<file path="src/rtl/epcs_rope_responder_if.sv">
// Rope-fetch port of the EPCS flash emulator: AGC serial pins plus the rope memory read port.
// The master side is the AGC together with the rope memory; the slave side is the responder.
interface epcs_rope_responder_if #(
  parameter int ADDR_WIDTH = 17
);
  logic                  EPCS_DCLK;
  logic                  EPCS_CSN;
  logic                  EPCS_ASDI;
  logic                  EPCS_DATA;
  logic [ADDR_WIDTH-1:0] MEM_ADDR;
  logic                  MEM_RD;
  logic [7:0]            MEM_RDATA;
  logic                  CMD_ERR;
  logic                  BUSY;

  modport master (
    output EPCS_DCLK, EPCS_CSN, EPCS_ASDI, MEM_RDATA,
    input  EPCS_DATA, MEM_ADDR, MEM_RD, CMD_ERR, BUSY
  );

  modport slave (
    input  EPCS_DCLK, EPCS_CSN, EPCS_ASDI, MEM_RDATA,
    output EPCS_DATA, MEM_ADDR, MEM_RD, CMD_ERR, BUSY
  );
endinterface

</file>
<file path="src/rtl/epcs_rope_responder.sv">
// EPCS flash emulator: decodes READ / READ STATUS from the AGC serial port and streams
// rope bytes from a synchronous on-chip memory with a two-byte prefetch.
module epcs_rope_responder #(
  parameter int         ADDR_WIDTH  = 17,
  parameter logic [7:0] STATUS_BYTE = 8'h00
) (
  input logic                  SIM_CLK,
  input logic                  SIM_RST,
  epcs_rope_responder_if.slave bus
);

  typedef enum logic [2:0] {
    ST_IDLE   = 3'd0,
    ST_CMD    = 3'd1,
    ST_ADDR   = 3'd2,
    ST_DATA   = 3'd3,
    ST_STATUS = 3'd4,
    ST_IGNORE = 3'd5
  } state_t;

  localparam logic [7:0]            CMD_READ = 8'h03;
  localparam logic [7:0]            CMD_RDSR = 8'h05;
  localparam logic [ADDR_WIDTH-1:0] PTR_ONE  = {{(ADDR_WIDTH-1){1'b0}}, 1'b1};

  state_t                state;
  state_t                state_next;
  logic [1:0]            dclk_ff;
  logic [1:0]            csn_ff;
  logic [1:0]            asdi_ff;
  logic                  dclk_last;
  logic                  armed;
  logic                  dclk;
  logic                  csn;
  logic                  asdi;
  logic                  rise;
  logic                  fall;
  logic                  cmd_done;
  logic [7:0]            cmd_byte;
  logic [4:0]            bit_cnt;
  logic [ADDR_WIDTH-1:0] shift_in;
  logic [2:0]            pf_phase;
  logic [ADDR_WIDTH-1:0] ptr;
  logic [7:0]            shift_out;
  logic [7:0]            next_byte;
  logic                  first_byte;
  logic                  rd_valid;
  logic                  busy_next;
  logic                  cmd_err_next;
  logic                  epcs_data;
  logic [ADDR_WIDTH-1:0] mem_addr;
  logic                  mem_rd;
  logic                  cmd_err;
  logic                  busy;

  // CSN synchronizer resets low and 'armed' stays clear until CSN is seen high, so a
  // frame already running at reset release is ignored rather than decoded mid-stream.
  always_ff @(posedge SIM_CLK or posedge SIM_RST) begin
    if (SIM_RST) begin
      dclk_ff   <= 2'b00;
      csn_ff    <= 2'b00;
      asdi_ff   <= 2'b00;
      dclk_last <= 1'b0;
      armed     <= 1'b0;
    end else begin
      dclk_ff   <= {dclk_ff[0], bus.EPCS_DCLK};
      csn_ff    <= {csn_ff[0], bus.EPCS_CSN};
      asdi_ff   <= {asdi_ff[0], bus.EPCS_ASDI};
      dclk_last <= dclk_ff[1];
      armed     <= armed | csn_ff[1];
    end
  end

  assign dclk     = dclk_ff[1];
  assign csn      = csn_ff[1];
  assign asdi     = asdi_ff[1];
  assign rise     = dclk & ~dclk_last & ~csn;
  assign fall     = ~dclk & dclk_last & ~csn;
  assign cmd_byte = {shift_in[6:0], asdi};
  assign cmd_done = (state == ST_CMD) && rise && (bit_cnt == 5'd7);

  // State register.
  always_ff @(posedge SIM_CLK or posedge SIM_RST) begin
    if (SIM_RST) begin
      state <= ST_IDLE;
    end else begin
      state <= state_next;
    end
  end

  // Next-state decode; CSN high returns to IDLE from anywhere.
  always_comb begin
    state_next = state;
    if (csn) begin
      state_next = ST_IDLE;
    end else begin
      case (state)
        ST_IDLE:   state_next = armed ? ST_CMD : ST_IGNORE;
        ST_CMD: begin
          if (!cmd_done) begin
            state_next = ST_CMD;
          end else if (cmd_byte == CMD_READ) begin
            state_next = ST_ADDR;
          end else if (cmd_byte == CMD_RDSR) begin
            state_next = ST_STATUS;
          end else begin
            state_next = ST_IGNORE;
          end
        end
        ST_ADDR:   state_next = (pf_phase == 3'd5) ? ST_DATA : ST_ADDR;
        ST_DATA:   state_next = ST_DATA;
        ST_STATUS: state_next = ST_STATUS;
        ST_IGNORE: state_next = ST_IGNORE;
        default:   state_next = ST_IDLE;
      endcase
    end
  end

  // Status outputs derived from the upcoming state.
  always_comb begin
    busy_next    = 1'b0;
    cmd_err_next = 1'b0;
    case (state_next)
      ST_CMD, ST_ADDR, ST_DATA, ST_STATUS: busy_next = 1'b1;
      default:                             busy_next = 1'b0;
    endcase
    if (cmd_done && (cmd_byte != CMD_READ) && (cmd_byte != CMD_RDSR)) begin
      cmd_err_next = 1'b1;
    end else begin
      cmd_err_next = 1'b0;
    end
  end

  // Serial shifting, prefetch sequencing (read, wait, capture+read, wait, capture) and refill.
  always_ff @(posedge SIM_CLK or posedge SIM_RST) begin
    if (SIM_RST) begin
      bit_cnt    <= 5'd0;
      shift_in   <= {ADDR_WIDTH{1'b0}};
      pf_phase   <= 3'd0;
      ptr        <= {ADDR_WIDTH{1'b0}};
      shift_out  <= 8'h00;
      next_byte  <= 8'h00;
      first_byte <= 1'b0;
      rd_valid   <= 1'b0;
      epcs_data  <= 1'b0;
      mem_addr   <= {ADDR_WIDTH{1'b0}};
      mem_rd     <= 1'b0;
      cmd_err    <= 1'b0;
      busy       <= 1'b0;
    end else begin
      mem_rd   <= 1'b0;
      rd_valid <= mem_rd;
      busy     <= busy_next;
      cmd_err  <= cmd_err_next;
      if (csn) begin
        bit_cnt    <= 5'd0;
        pf_phase   <= 3'd0;
        first_byte <= 1'b0;
        epcs_data  <= 1'b0;
      end else begin
        case (state)
          ST_CMD: begin
            if (rise) begin
              shift_in <= {shift_in[ADDR_WIDTH-2:0], asdi};
              bit_cnt  <= cmd_done ? 5'd0 : bit_cnt + 5'd1;
              if (cmd_done) begin
                shift_out <= STATUS_BYTE;
              end
            end
          end
          ST_ADDR: begin
            if (pf_phase == 3'd0) begin
              if (rise) begin
                shift_in <= {shift_in[ADDR_WIDTH-2:0], asdi};
                bit_cnt  <= (bit_cnt == 5'd23) ? 5'd0 : bit_cnt + 5'd1;
                pf_phase <= (bit_cnt == 5'd23) ? 3'd1 : 3'd0;
              end
            end else begin
              pf_phase <= pf_phase + 3'd1;
              case (pf_phase)
                3'd1: begin
                  ptr      <= shift_in;
                  mem_addr <= shift_in;
                  mem_rd   <= 1'b1;
                end
                3'd3: begin
                  shift_out <= bus.MEM_RDATA;
                  ptr       <= ptr + PTR_ONE;
                  mem_addr  <= ptr + PTR_ONE;
                  mem_rd    <= 1'b1;
                end
                3'd5: begin
                  next_byte  <= bus.MEM_RDATA;
                  first_byte <= 1'b1;
                  bit_cnt    <= 5'd0;
                  pf_phase   <= 3'd0;
                end
                default: ;
              endcase
            end
          end
          ST_DATA: begin
            if (fall) begin
              bit_cnt    <= {2'b00, bit_cnt[2:0] + 3'd1};
              first_byte <= 1'b0;
              if ((bit_cnt[2:0] == 3'd0) && !first_byte) begin
                epcs_data <= next_byte[7];
                shift_out <= {next_byte[6:0], 1'b0};
                ptr       <= ptr + PTR_ONE;
                mem_addr  <= ptr + PTR_ONE;
                mem_rd    <= 1'b1;
              end else begin
                epcs_data <= shift_out[7];
                shift_out <= {shift_out[6:0], 1'b0};
              end
            end
            if (rd_valid) begin
              next_byte <= bus.MEM_RDATA;
            end
          end
          ST_STATUS: begin
            if (fall) begin
              epcs_data <= shift_out[7];
              shift_out <= {shift_out[6:0], shift_out[7]};
            end
          end
          ST_IDLE: begin
            bit_cnt   <= 5'd0;
            epcs_data <= 1'b0;
          end
          default: begin
            epcs_data <= 1'b0;
          end
        endcase
      end
    end
  end

  assign bus.EPCS_DATA = epcs_data;
  assign bus.MEM_ADDR  = mem_addr;
  assign bus.MEM_RD    = mem_rd;
  assign bus.CMD_ERR   = cmd_err;
  assign bus.BUSY      = busy;

endmodule

</file>
<file path="src/flat_wrapper.sv">
// flat-port wrapper written by rule: the top's interface ports become plain ports
module epcs_rope_responder_flat 
#(
  parameter int         ADDR_WIDTH  = 17,
  parameter logic [7:0] STATUS_BYTE = 8'h00
)
  (SIM_CLK, SIM_RST, bus_EPCS_DCLK, bus_EPCS_CSN, bus_EPCS_ASDI, bus_MEM_RDATA, bus_EPCS_DATA, bus_MEM_ADDR, bus_MEM_RD, bus_CMD_ERR, bus_BUSY);
  epcs_rope_responder_if #(.ADDR_WIDTH(ADDR_WIDTH)) bus_i ();
  input logic SIM_CLK;
  input logic SIM_RST;
  input wire logic [$bits(bus_i.EPCS_DCLK)-1:0] bus_EPCS_DCLK;
  input wire logic [$bits(bus_i.EPCS_CSN)-1:0] bus_EPCS_CSN;
  input wire logic [$bits(bus_i.EPCS_ASDI)-1:0] bus_EPCS_ASDI;
  input wire logic [$bits(bus_i.MEM_RDATA)-1:0] bus_MEM_RDATA;
  output wire logic [$bits(bus_i.EPCS_DATA)-1:0] bus_EPCS_DATA;
  output wire logic [$bits(bus_i.MEM_ADDR)-1:0] bus_MEM_ADDR;
  output wire logic [$bits(bus_i.MEM_RD)-1:0] bus_MEM_RD;
  output wire logic [$bits(bus_i.CMD_ERR)-1:0] bus_CMD_ERR;
  output wire logic [$bits(bus_i.BUSY)-1:0] bus_BUSY;
  assign bus_i.EPCS_DCLK = bus_EPCS_DCLK;
  assign bus_i.EPCS_CSN = bus_EPCS_CSN;
  assign bus_i.EPCS_ASDI = bus_EPCS_ASDI;
  assign bus_i.MEM_RDATA = bus_MEM_RDATA;
  assign bus_EPCS_DATA = bus_i.EPCS_DATA;
  assign bus_MEM_ADDR = bus_i.MEM_ADDR;
  assign bus_MEM_RD = bus_i.MEM_RD;
  assign bus_CMD_ERR = bus_i.CMD_ERR;
  assign bus_BUSY = bus_i.BUSY;
  epcs_rope_responder #(.ADDR_WIDTH(ADDR_WIDTH), .STATUS_BYTE(STATUS_BYTE)) u_core (.SIM_CLK(SIM_CLK), .SIM_RST(SIM_RST), .bus(bus_i));
endmodule
</file>
<file path="config.mk">
export PLATFORM = sky130hd
export DESIGN_NAME = epcs_rope_responder_flat
export DESIGN_NICKNAME = d
export VERILOG_FILES = /design/src/rtl/epcs_rope_responder_if.sv /design/src/rtl/epcs_rope_responder.sv /design/src/flat_wrapper.sv
export SDC_FILE = /design/constraint.sdc
export NUM_CORES = 1
export LEC_CHECK = 0
export BUFFER_PORTS_ARGS = -buffer_cell sky130_fd_sc_hd__clkbuf_2
export CAP_MARGIN = 20
export CORE_MARGIN = 3
export CORE_UTILIZATION = 64
export CTS_CLUSTER_DIAMETER = 100
export DETAILED_ROUTE_END_ITERATION = 16
export PLACE_DENSITY = 0.85
export SLEW_MARGIN = 40
export SYNTH_ARGS = -nofsm -noshare
export SYNTH_HDL_FRONTEND = slang
export SYNTH_SLANG_ARGS = --single-unit
</file>
<file path="constraint.sdc">
create_clock -name SIM_CLK -period 4.55 [get_ports SIM_CLK]
set_input_delay 0.455 -clock SIM_CLK [delete_from_list [all_inputs] [get_ports SIM_CLK]]
set_output_delay 0.455 -clock SIM_CLK [all_outputs]
set_load 0.005 [all_outputs]
</file>
Word-level counts from Yosys, hierarchy flattened. Index checks and enable logic that the tools add are counted.

Add/sub/neg operators: 4. $mul: 0. Divide/modulo/power cells: 0. Order comparisons: 0. Eq/ne operators: 38. Shift-type cells: 0. Muxes and demuxes: 60. Bitwise logic cells: 8. Reduce and logical (&&, ||, !) cells: 26.

Operators with widths (count): 17-bit one-hot mux with 2 select lines (3); 17-bit 2-to-1 mux (5); 8-bit 2-to-1 mux (10); 5-bit 2-to-1 mux (8); 8-bit one-hot mux with 4 select lines (1); 3-bit 2-to-1 mux (9); 5-bit one-hot mux with 4 select lines (1); 1-bit 2-to-1 mux (18); 2-bit by 1-bit != test with 1-bit output, second input constant (9); 3-bit one-hot mux with 6 select lines (1); 17-bit by 1-bit adder with 17-bit output, second input constant (1); 8-bit one-hot mux with 2 select lines (1); 3-bit by 2-bit equality test with 1-bit output, second input constant (5); 3-bit by 1-bit != test with 1-bit output, second input constant (5); 3-bit equality test, second input constant (4); 5-bit AND reduction (2); 3-bit by 1-bit equality test with 1-bit output, second input constant (3); 3-bit logical NOT (3); 8-bit by 2-bit equality test with 1-bit output, second input constant (1); 8-bit by 3-bit equality test with 1-bit output, second input constant (1); 8-bit by 2-bit != test with 1-bit output, second input constant (1); 8-bit by 3-bit != test with 1-bit output, second input constant (1); 8-bit AND reduction (1); 3-bit by 1-bit adder with 3-bit output, second input constant (2); 25 further kinds (40).

Register bits: 75. Latch bits: 0. Bits in writable memories: 0. ROM bits: 0. Bits of input ports: 13. Output and inout bits: 21. Word-level logic and storage cells: 154. Memories kept: 0.

Longest topological paths before layout.
Depth in word-level cells: 11. Mapped depth: 9. Gate-level depth less buffers: 8.

Least setup slack after synthesis. No wires, ideal clock.

Path kind: reg-to-reg. Start: register u_core.pf_phase[0]. End: register u_core.shift_in[2]. Setup time: 0.125 ns. Arrival time: 1.861 ns. Data required time: 4.425 ns. Slack: 2.565 ns. Cell stages (with the launch flop): 7. Buffers on the path: 2. Period minus slack after synthesis: 1.985 ns. Path through: dfrtp_1 > clkbuf_8 > nor3_2 > a21oi_1 > nor3_4 > buf_4 > mux2_2.

Longest elaborated chain between the ends: 3.

RTL lines: from (decl) (RTL line epcs_rope_responder.sv:41) `logic [2:0] pf_phase;`; from (signal assigned) (RTL line epcs_rope_responder.sv:175) `pf_phase <= (bit_cnt == 5'd23) ? 3'd1 : 3'd0;`; from (signal assigned) (RTL line epcs_rope_responder.sv:178) `pf_phase <= pf_phase + 3'd1;`; 3-bit logical NOT (RTL line epcs_rope_responder.sv:171) `if (pf_phase == 3'd0) begin`; 2-bit by 1-bit != test with 1-bit output (no source line); 3-bit AND reduction (no source line); to (signal assigned) (RTL line epcs_rope_responder.sv:137) `shift_in <= {ADDR_WIDTH{1'b0}};`; to (signal assigned) (RTL line epcs_rope_responder.sv:163) `shift_in <= {shift_in[ADDR_WIDTH-2:0], asdi};`; to (signal assigned) (RTL line epcs_rope_responder.sv:173) `shift_in <= {shift_in[ADDR_WIDTH-2:0], asdi};`; to (decl) (RTL line epcs_rope_responder.sv:40) `logic [ADDR_WIDTH-1:0] shift_in;`.

No other way between the ends. A chain may end at the register's enable or synchronous reset.

Final worst setup path.
Start: register u_core.state[1]. End: register u_core.ptr[5].

Longest elaborated chain between the ends: 3. Elaborated cells on any way between the ends: 9. Classes of those cells: eq/ne (6); mux (1); reduce/logical (2).

RTL lines: from (decl) (RTL line epcs_rope_responder.sv:25) `state_t state;`; from (signal assigned) (RTL line epcs_rope_responder.sv:86) `state <= state_next;`; 3-bit by 2-bit equality test with 1-bit output (RTL line epcs_rope_responder.sv:160) `case (state)`; 3-bit != test (no source line) (tied with other cells); 6-bit AND reduction (no source line); to (signal assigned) (RTL line epcs_rope_responder.sv:181) `ptr <= shift_in;`; to (signal assigned) (RTL line epcs_rope_responder.sv:187) `ptr <= ptr + PTR_ONE;`; to (signal assigned) (RTL line epcs_rope_responder.sv:208) `ptr <= ptr + PTR_ONE;`; to (decl) (RTL line epcs_rope_responder.sv:42) `logic [ADDR_WIDTH-1:0] ptr;`.

Parallel ways exist; a longest one is shown, timed or not.

==> results.txt <==
The worst setup path is captured at a flop. The cell area after synthesis came out at 3870 sq um. The run finished with clean final reports. The initial antenna violation count came out at 0. The number of DRC markers after the initial detailed-route iteration is 329. The share of Yosys cell area claimed by the top area cell type is 0.484. The tightest min-delay check is of the in -> async type.

Setup repair after global routing left no endpoint under its margin. The layer flagged by global routing as most heavily used is met2. In the layout the commonest cells are dfrtp_1, clkbuf_2, a21oi_1. The required time of the critical path is 4760 ps. The number of global-route vias before repair is 2921. The number of gates resized after CTS was 0. The via total after detailed routing is 3081.

The proportion of synthesized flip-flops having asynchronous set or reset is 1.00. The met1 routing resource usage after global routing is 0.333. The number of maximum-capacitance constraint violations is 0.

The number of fill cells in the layout is 390. The worst ir drop on vdd is 0.289 mV. The mean routed wirelength per cell is 17.1 microns.

The all-layer global routing usage is 0.238. By area the synthesized netlist is led by dfrtp_1, mux2_2, a21oi_1, mux2i_1, o21ai_0. Summed over all nets, the half-perimeter wirelength after detailed placement is 5350 microns.

The gate count of the mapped netlist is 370. Setup violations remaining at the end of the flow were counted as 0. The distinct cell type count after synthesis came out at 70. The setup TNS came out at 0 ps. Using the TritonRoute via totals, the vias-per-cell ratio works out to 6.53.

The number of setup buffers added after CTS is 0. Across all setup checks in the final design, the least slack found is 1530 ps. The floorplan die width came out at 83.8 microns. Buffers inserted to repair hold after CTS numbered 0. In the final design database the tool counted 412 nets. The share of total power dissipated in sequential elements is 0.530. TritonCTS built the clock tree. The first global-routing pass estimated 13700 microns of wire. Power spread over the standard cell area amounts to 333 nW/um^2. The cell that appears most often on the critical path is a21oi_1. The slew at the pin with the worst max-slew slack came out at 750 ps.

Port buffering added 33 buffers. The floorplan die area is 7020 sq um. The analysis attributes to net switching a power of 0.000373 W.

Across the routed clock network, the largest skew measured is 7.92 ps. The layout overhead on the synthesized area came out at 9.17%. The Yosys step of the flow raised 0 warnings.

The worst register-to-register path ends at u_core.ptr[5]$_DFFE_PP0P_. The met3 track utilization from global routing is 0.0434. The synthesized design contains 75 register bits. The static power due to leakage came out at 1.92 nW.

The worst slew margin relative to its limit is 0.500. The number of ports placed on the die boundary came out at 34. The share of total power in combinational logic came out at 0.113. The final max-slew violation count was 0. Measured in cells, the most critical reg-to-reg path has a length of 6. Summed over all layers, the global routing overflow is 0. Subtracting the final worst setup slack from the clock period gives 3020 ps. The share of post-route cells with drive strength above 1 came out at 0.248. The cell accounting for the most synthesized area is dfrtp_1.

The post-route antenna net violation count is 0. The maximum clock frequency came out at 331 MHz. The worst register-to-register path begins at u_core.state[1]$_DFF_PP0_.

In the routed design, unresolved DRC markers number 0. The count of inserted antenna diode cells came out at 0. The area of the core region came out at 5680 sq um. CTS placed an instance of clkbuf_8 at the clock tree root. The total length of routed wires is 8090 microns. The area occupied by registers is 1880 sq um. The register-to-register path setup slack came out at 1530 ps.

The sequential area share after synthesis is 0.484. For this configuration, the core starts out at a cell density of 0.683. The longest clock path from root to sink contains 2 buffers. The H-tree was split into 3 levels. The pre-antenna-repair detailed-routing pass consisted of 6 iterations.

The worst endpoint data arrival time came out at 3240 ps. The area of the multi-input gates came out at 1820 sq um. Cell internal power was estimated by the tool at 0.00103 W. The number of placement rows is 27. The slowest stage of the critical path belongs to the cell nor3b_4.

Traced cell by cell, the critical path runs through nor3b_4 -> a21o_2 -> a221o_1 -> inv_1 -> a21oi_1 -> a21oi_1. The power consumption came out at 0.00141 W. The setup path with the least slack is of type reg -> reg. The hold violation count in the final report is 0. The share of total power consumed by net switching is 0.265. The maximum number of pins on one net before global-route repair came out at 43. The part of the power in the clock network came out at 0.357. The insertion delay of the later-clocked pin in the worst-skew pair came out at 350 ps. The final clock period utilization by the worst path is 0.664.

Of all nets on the critical path, the largest fanout is 22. Leaving out fill and tap cells, the most frequent cell in the layout is dfrtp_1. The delay of the slowest critical-path stage is 660 ps. The number of flops mapped to enable cells by yosys is 0.

The minimum setup slack after placement is 1590 ps. The post-synth net total is 387. The register clock-pin slew on the reported worst setup and hold paths is 70 ps.

The most used flip-flop cell after synthesis is dfrtp_1. In this run the mean area of a mapped cell was 10.5 sq um. Clock tree synthesis found a total of 75 sinks. The die boundary height is 83.8 microns. In the global route stage, met2 resource usage came out at 0.365. The critical path startpoint category is a flop. The CTS buffer count is 9. At the end of routability-driven placement, the weighted congestion stood at 0.926.
## critical path, delay by kind of cell, from the launching register on
family | cells | cell delay (ps)
DFF | 1 | 640
and+or+nand+nor | 1 | 660
AOI/OAI and AO/OA | 4 | 1140
buffers and inverters | 1 | 430
## cell type report
| class | instances | share of cell area |
|---|---|---|
| clock buffer | 14 | 0.0432 |
| clock inverter | 2 | 0.00385 |
| tap | 72 | 0.0213 |
| inverter | 17 | 0.0151 |
| multi-input combinational | 257 | 0.430 |
| timing repair buffer | 35 | 0.0426 |
| sequential | 75 | 0.444 |
## state kept, by name (all words and copies together) (netlist names), 2 cells and up
register          cells
u_core.shift_in      17
u_core.bit_cnt        5
u_core.pf_phase       3
u_core.csn_ff         2
u_core.asdi_ff        2
u_core.ptr           17
u_core.dclk_ff        2
u_core.shift_out      8
u_core.next_byte      8
u_core.state          3
## cell families (layout without fill, tap and decap cells)
family | after synthesis | count (layout) | synth area share
AOI/OAI and AO/OA | 98 | 98 | 0.172
buffers and inverters | 38 | 68 | 0.0510
xor gates and xnor gates | 2 | 2 | 0.00452
muxes | 37 | 37 | 0.104
and+or+nand+nor | 116 | 116 | 0.170
DFF | 75 | 75 | 0.484
adders and majority gates | 4 | 4 | 0.0129
## power by group through the flow
stage | Clock (W) | Sequential [W] | Combinational (W)
after global routing | 0.000538 | 0.000751 | 0.000181
final | 0.000503 | 0.000746 | 0.000158
after global placement | 0 | 0.000754 | 0.000149
after CTS | 0.000509 | 0.000744 | 0.000157
after floorplan | 0 | 0.000736 | 0.000133
after detailed placement | 0 | 0.000757 | 0.000155
## through the flow
stage | hold slack, ps | cell area (sq um) | utilization | cells
finish | 181 | 4230 | 0.745 | 472
global route | 203 | 4230 | 0.745 | 472
global placement | 332 | 4000 | 0.705 | 455
detailed placement | 335 | 4020 | 0.708 | 455
CTS | 197 | 4220 | 0.743 | 471
floorplan | 331 | 3870 | - | 370
## synthesized netlist by cell type, types with 3 or more instances
library cell  instances
a211oi_1              3
a21oi_1              27
a222oi_1              7
a2bb2oi_1             9
a31oi_1               5
and2_1                3
and3_1                3
buf_2                 4
clkbuf_1              9
clkbuf_8              3
dfrtp_1              75
ha_1                  4
inv_1                17
mux2_2               26
mux2i_1              10
nand2_1              23
nand2b_1              4
nand3_1              17
nand3b_1              4
nand4_1               5
nor2_1               24
nor3_1                4
nor3b_1               6
o21ai_0              18
o22ai_1               6
or3b_2                3
## how the worst max path moves through the flow
stage                                  to  slack [ps]  cells past startpoint                       from
2_1_floorplan      u_core.armed$_DFF_PP0_        2190                      1                    SIM_RST
3_3_place_gp    u_core.ptr[5]$_DFFE_PP0P_        1480                      6  u_core.state[1]$_DFF_PP0_
3_5_place_dp    u_core.ptr[5]$_DFFE_PP0P_        1590                      6  u_core.state[1]$_DFF_PP0_
4_1_cts         u_core.ptr[5]$_DFFE_PP0P_        1570                      6  u_core.state[1]$_DFF_PP0_
5_1_grt        u_core.ptr[11]$_DFFE_PP0P_        1230                      6  u_core.state[1]$_DFF_PP0_
6_report        u_core.ptr[5]$_DFFE_PP0P_        1530                      6  u_core.state[1]$_DFF_PP0_
## routing by layer
layer | vias up | part of all wire
met4 | 0 | 0.016
met1 | 1522 | 0.45
met3 | 12 | 0.057
li1 | 1421 | -
met5 | - | 0
met2 | 126 | 0.47
(Power assumes the default switching activity.)
